`config.mk`:
```
export PLATFORM = sky130hd
export DESIGN_NAME = add16_seq_flat
export DESIGN_NICKNAME = d
export VERILOG_FILES = /design/src/rtl/add16_seq_pkg.sv /design/src/rtl/add16_seq_if.sv /design/src/rtl/add16_seq_cla4_slice.sv /design/src/rtl/add16_seq.sv /design/src/flat_wrapper.sv
export SDC_FILE = /design/constraint.sdc
export NUM_CORES = 1
export LEC_CHECK = 0
export BUFFER_PORTS_ARGS = -buffer_cell sky130_fd_sc_hd__buf_2
export CORE_AREA = 5 5 80 82
export DETAILED_ROUTE_END_ITERATION = 8
export DIE_AREA = 0 0 85 87
export HOLD_SLACK_MARGIN = 0.03
export PLACE_DENSITY = 0.71
export SLEW_MARGIN = 15
export SYNTH_ARGS = -nofsm -noshare
export SYNTH_HDL_FRONTEND = slang
export SYNTH_SLANG_ARGS = --single-unit
```
`constraint.sdc`:
```
create_clock -name clk -period 2.73 [get_ports clk]
set_clock_uncertainty 0.2 [all_clocks]
set_input_delay 0.273 -clock clk [delete_from_list [all_inputs] [get_ports clk]]
set_output_delay 0.273 -clock clk [all_outputs]
set_load 0.05 [all_outputs]
```
`src/rtl/add16_seq_pkg.sv`:
```
// Shared constants for the nibble-serial adder/subtractor.
// FSM state encoding and op encoding live here so bench and RTL agree.
package add16_seq_pkg;

    typedef enum logic [1:0] {
        IDLE = 2'b00,
        RUN  = 2'b01,
        DONE = 2'b10
    } state_t;

    localparam logic OP_ADD = 1'b0;
    localparam logic OP_SUB = 1'b1;

endpackage

```
`src/rtl/add16_seq_if.sv`:
```
// Request/response bundle between a requester and add16_seq.
// The requester drives start/op/operands; the adder returns status and result.
interface add16_seq_if #(
    parameter int W = 16
);
    logic         start;
    logic         op;
    logic [W-1:0] a;
    logic [W-1:0] b;
    logic         busy;
    logic         done;
    logic [W-1:0] result;
    logic         co;
    logic         ovf;

    modport master (
        output start, op, a, b,
        input  busy, done, result, co, ovf
    );

    modport slave (
        input  start, op, a, b,
        output busy, done, result, co, ovf
    );
endinterface

```
`src/rtl/add16_seq_cla4_slice.sv`:
```
// 4-bit carry-lookahead slice; c3 is the carry into bit 3, used for overflow.
module cla4_slice (
    input  logic [3:0] x,
    input  logic [3:0] y,
    input  logic       ci,
    output logic [3:0] s,
    output logic       c3,
    output logic       co
);
    logic [3:0] w_g;
    logic [3:0] w_p;
    logic       w_c1;
    logic       w_c2;

    assign w_g = x & y;
    assign w_p = x ^ y;

    assign w_c1 = w_g[0] | (w_p[0] & ci);
    assign w_c2 = w_g[1] | (w_p[1] & w_g[0]) | (w_p[1] & w_p[0] & ci);
    assign c3   = w_g[2] | (w_p[2] & w_g[1]) | (w_p[2] & w_p[1] & w_g[0])
                | (w_p[2] & w_p[1] & w_p[0] & ci);
    assign co   = w_g[3] | (w_p[3] & w_g[2]) | (w_p[3] & w_p[2] & w_g[1])
                | (w_p[3] & w_p[2] & w_p[1] & w_g[0])
                | (w_p[3] & w_p[2] & w_p[1] & w_p[0] & ci);

    assign s = w_p ^ {c3, w_c2, w_c1, ci};
endmodule

```
`src/rtl/add16_seq.sv`:
```
// Nibble-serial add/subtract: one 4-bit lookahead slice reused N_NIB times.
// Subtract is a + ~b + 1, so co=1 means no borrow.
module add16_seq
    import add16_seq_pkg::*;
#(
    parameter int N_NIB = 4
) (
    input  logic        clk,
    input  logic        reset,
    add16_seq_if.slave  bus
);
    localparam int W  = 4 * N_NIB;
    localparam int CW = (N_NIB > 1) ? $clog2(N_NIB) : 1;
    localparam logic [CW-1:0] LAST = CW'(N_NIB - 1);

    state_t        r_state;
    logic [W-1:0]  r_a;
    logic [W-1:0]  r_b;
    logic [W-1:0]  r_res;
    logic [CW-1:0] r_cnt;
    logic          r_cy;
    logic          r_co;
    logic          r_ovf;
    logic          r_busy;
    logic          r_done;

    logic [3:0]    w_x;
    logic [3:0]    w_y;
    logic [3:0]    w_s;
    logic          w_c3;
    logic          w_co;

    assign w_x = r_a[4*r_cnt +: 4];
    assign w_y = r_b[4*r_cnt +: 4];

    cla4_slice u_slice (
        .x  (w_x),
        .y  (w_y),
        .ci (r_cy),
        .s  (w_s),
        .c3 (w_c3),
        .co (w_co)
    );

    always_ff @(posedge clk) begin
        if (reset) begin
            r_state <= IDLE;
            r_a     <= '0;
            r_b     <= '0;
            r_res   <= '0;
            r_cnt   <= '0;
            r_cy    <= 1'b0;
            r_co    <= 1'b0;
            r_ovf   <= 1'b0;
            r_busy  <= 1'b0;
            r_done  <= 1'b0;
        end else begin
            r_done <= 1'b0;
            unique case (r_state)
                IDLE: begin
                    if (bus.start) begin
                        r_a     <= bus.a;
                        r_b     <= (bus.op == OP_SUB) ? ~bus.b : bus.b;
                        r_cy    <= bus.op;
                        r_cnt   <= '0;
                        r_res   <= '0;
                        r_co    <= 1'b0;
                        r_ovf   <= 1'b0;
                        r_busy  <= 1'b1;
                        r_state <= RUN;
                    end
                end
                RUN: begin
                    r_res[4*r_cnt +: 4] <= w_s;
                    r_cy                <= w_co;
                    if (r_cnt == LAST) begin
                        r_co    <= w_co;
                        r_ovf   <= w_c3 ^ w_co;
                        r_cnt   <= '0;
                        r_done  <= 1'b1;
                        r_state <= DONE;
                    end else begin
                        r_cnt <= r_cnt + 1'b1;
                    end
                end
                DONE: begin
                    r_busy  <= 1'b0;
                    r_state <= IDLE;
                end
                default: r_state <= IDLE;
            endcase
        end
    end

    assign bus.busy   = r_busy;
    assign bus.done   = r_done;
    assign bus.result = r_res;
    assign bus.co     = r_co;
    assign bus.ovf    = r_ovf;
endmodule

```
`src/flat_wrapper.sv`:
```
// flat-port wrapper written by rule: the top's interface ports become plain ports
module add16_seq_flat import add16_seq_pkg::*;
#(
    parameter int N_NIB = 4
)
  (clk, reset, bus_start, bus_op, bus_a, bus_b, bus_busy, bus_done, bus_result, bus_co, bus_ovf);
  add16_seq_if #(.W(16)) bus_i ();
  input  logic clk;
  input  logic reset;
  input wire logic [$bits(bus_i.start)-1:0] bus_start;
  input wire logic [$bits(bus_i.op)-1:0] bus_op;
  input wire logic [$bits(bus_i.a)-1:0] bus_a;
  input wire logic [$bits(bus_i.b)-1:0] bus_b;
  output wire logic [$bits(bus_i.busy)-1:0] bus_busy;
  output wire logic [$bits(bus_i.done)-1:0] bus_done;
  output wire logic [$bits(bus_i.result)-1:0] bus_result;
  output wire logic [$bits(bus_i.co)-1:0] bus_co;
  output wire logic [$bits(bus_i.ovf)-1:0] bus_ovf;
  assign bus_i.start = bus_start;
  assign bus_i.op = bus_op;
  assign bus_i.a = bus_a;
  assign bus_i.b = bus_b;
  assign bus_busy = bus_i.busy;
  assign bus_done = bus_i.done;
  assign bus_result = bus_i.result;
  assign bus_co = bus_i.co;
  assign bus_ovf = bus_i.ovf;
  add16_seq #(.N_NIB(N_NIB)) u_core (.clk(clk), .reset(reset), .bus(bus_i));
endmodule
```
==> impl_metrics.csv <==
group,metric,value,unit
timing,grt_setup_unrepaired,"false",
detailed_routing,ant_nets,0,
timing,maxSlewViolCount,0,
die,dieArea,7400,µm²
hold_path,holdCritPathClass,"primary input to flip-flop",
global_routing,grt_busiest_layer,"met2",
logic_synthesis,synth_seq_cells,57,
logic_synthesis,synth_nets,324,
cts,htreeDepth,3,
global_routing,grtUsageMet2,31.2,%
die,fp-row-count,28,
layout,syn2layout_area_growth,27.2,%
layout,fillers,506,
layout,multi_input_area,1390,µm²
power,ir_worst_vdd,316,µV
power,leakage,1.43,nW
power,power_density,565,nW/µm²
logic_synthesis,async_flop_share,0,%
logic_synthesis,yosysTopAreaCellShare,43.1,%
logic_synthesis,yosysMostFrequentCell,"dfxtp_1",
die,fp.dieW,85,µm
placed_design,placed_cell_area,2960,µm²
global_routing,grt_pass1_vias,2220,
global_routing,met1_usage,21.5,%
logic_synthesis,yosysUniqueCellTypes,39,
logic_synthesis,yosysWarningCount,0,
global_routing,grt_use_met3,7.00,%
layout,layout-drive-gt1-share,25.5,%
placed_design,hpwlAfterDp,4.37,mm
cts,clkTransAtPathRegs,0.06,ns
layout,regArea,1140,µm²
detailed_routing,drc_errors,0,
cts,cts_tree,"yes",
cts,clock_sinks,57,
logic_synthesis,synth_ff_type,"dfxtp_1",
cts,cts_buffers,9,
cts,clk_latency,0.33,ns
detailed_routing,wl_per_cell,14.4,µm
detailed_routing,dr.pass1.iters,4,
critical_path,start_kind,"flip-flop",
layout,insertedDiodeCount,0,
logic_synthesis,synth_edf_count,0,
run,cap_violations,0,
detailed_routing,routed_wl,6.22,mm
detailed_routing,via_per_inst,5.08,
die,core_area,5680,µm²
die,die_h,87,µm
logic_synthesis,synth_area_leader_cell,"dfxtp_1",
global_routing,grt_util_all_layers,18.6,%
timing,tightest_slew,0.501,ns
detailed_routing,drt_first_iter_violations,138,
critical_path,crit_type,"flip-flop to flip-flop",
timing,fin_crit,2.53,ns
global_routing,antenna_found_initial,0,
power,power.total,1.90,mW
logic_synthesis,syn_avg_cell_area,9.51,µm²
detailed_routing,vias,2195,
logic_synthesis,synth_area,2650,µm²
die,start_util,46.6,%
critical_path,worstPathRequired,2.75,ns
timing,timing.slew.headroom,66.5,%
run_status,status,"complete, no violations",
layout,stdcell_area,3360,µm²
critical_path,cp-end-kind,"flip-flop",
timing,fmax,396,MHz
cts,cts_setup_buffers,0,
logic_synthesis,synth_common_cells,"dfxtp_1 (57), nand2_1 (37), nor2_1 (36)",
timing,finalSetupViolCount,0,
cts,clk_path_buf_depth,2,
cts,root_buffer,"clkbuf_8",
critical_path,critical_path_arrival,2.54,ns
timing,hold_viol,0,
timing,setup-tns-final,0,ns
die,ios,56,
logic_synthesis,synthTopCellsByArea,"dfxtp_1 (43%), mux4_2 (6.8%), xnor2_1 (5.3%)",
global_routing,grt_pass1_wl,10.6,mm
logic_synthesis,netlist_instances,278,
timing,fin_crit_sh,92.5,%
layout,nets,400,
placed_design,portBuffers,55,
global_routing,grt_max_degree,49,
logic_synthesis,yosysSeqAreaShare,43.1,%
critical_path,worst-path-max-fanout,8,
global_routing,grt_overflow_total,0,
placed_design,place_congestion,0.837,
placed cells by master, fill, tap and decap left out, types with 2 or more instances in the layout:
cell type / synthesis / final
buf_4: 2 / 5
dfxtp_1: 57 / 56
dlygate4sd3_1: 0 / 23
clkbuf_8: 0 / 11
a21oi_1: 20 / 20
a211oi_1: 16 / 16
nand2_1: 37 / 37
a21o_1: 5 / 5
nor2b_1: 2 / 2
inv_1: 9 / 9
and3_1: 2 / 2
nor2_1: 36 / 35
xnor2_1: 16 / 16
or2_2: 2 / 2
clkbuf_1: 6 / 3
a22oi_1: 9 / 9
ha_1: 9 / 9
mux4_2: 8 / 8
nor3_4: 2 / 2
buf_2: 8 / 55
a32o_1: 3 / 3
nand3_1: 4 / 4
o2bb2ai_1: 2 / 2
or3b_4: 2 / 2
a32oi_1: 4 / 4
sequential cells by signal, indices dropped and copies added (netlist names):
register	cells
u_core.bus.done	1
u_core.bus.result	16
u_core.bus.ovf	1
u_core.r_a	16
u_core.r_cy	1
u_core.r_cnt	2
u_core.r_state	2
u_core.bus.busy	1
u_core.bus.co	1
u_core.r_b	16
final cells by class:
type,count,area share (%)
inverter,9,1.00
tap,75,2.79
timing repair buffer,83,16.1
sequential,57,34.0
clock buffer,14,4.83
multi-input combinational,194,41.2
kinds of logic (layout without fill, tap and decap cells):
logic type	count (synthesis)	in the layout	synth area share (%)
compound gates	67	67	17.8
buf+inv	27	106	4.82
simple gates	90	90	16.1
mux	9	9	7.19
fa+ha+maj	10	10	5.01
flops	57	57	43.1
xor+xnor	18	18	5.96
power breakdown:
| part | total [mW] | internal, mW | switching, mW |
|---|---|---|---|
| Clock | 0.668 | 0.370 | 0.298 |
| Sequential | 0.904 | 0.874 | 0.0298 |
| Combinational | 0.329 | 0.151 | 0.179 |
| Total | 1.90 | 1.39 | 0.507 |
per-stage QoR:
stage                     hold WS (ns)  util, %  std cells  setup slack, ns
after global routing            0.0404     59.3        432           0.0370
final                           0.0466     59.3        432            0.205
after CTS                       0.0353     59.1        432           0.0951
after detailed placement         0.248     52.2        395          -0.0457
after global placement           0.243     52.2        395            0.104
after floorplan                  0.209        -        278            0.101
worst paths after layout:
check                                to  depth (start not counted)  slack, ns             from
setup / recovery  u_core.bus.result[15]                          6       0.20  u_core.r_cnt[0]
hold / removal           u_core.r_b[15]                          3       0.05        bus_b[15]
setup reg to reg  u_core.bus.result[15]                          6       0.20  u_core.r_cnt[0]
hold reg to reg          u_core.r_a[15]                          2       0.25   u_core.r_a[15]
per-layer routing:
| metal | wire length (µm) | up-vias | part of all wire, % |
|---|---|---|---|
| li1 | - | 1127 | - |
| met1 | 2700 | 1023 | 43 |
| met2 | 3160 | 40 | 51 |
| met3 | 262 | 5 | 4.2 |
| met4 | 97 | 0 | 1.6 |
| met5 | 0 | - | 0 |
critical path, stage by stage (launching register included):
cell and delay [ns]:
dfxtp_4 0.42, mux4_2 0.57, ha_1 0.36, a41oi_1 0.23
o21ai_1 0.16, xor2_2 0.20, a32o_1 0.28
what timing repair did:
item,4_1_cts,5_1_grt
endpoints found under the setup margin,4,4
hold buffers,23,0
resized for setup,1,2
hold endpoints to repair,23,0
pin swaps,0,0
(Power assumes the default switching activity.)
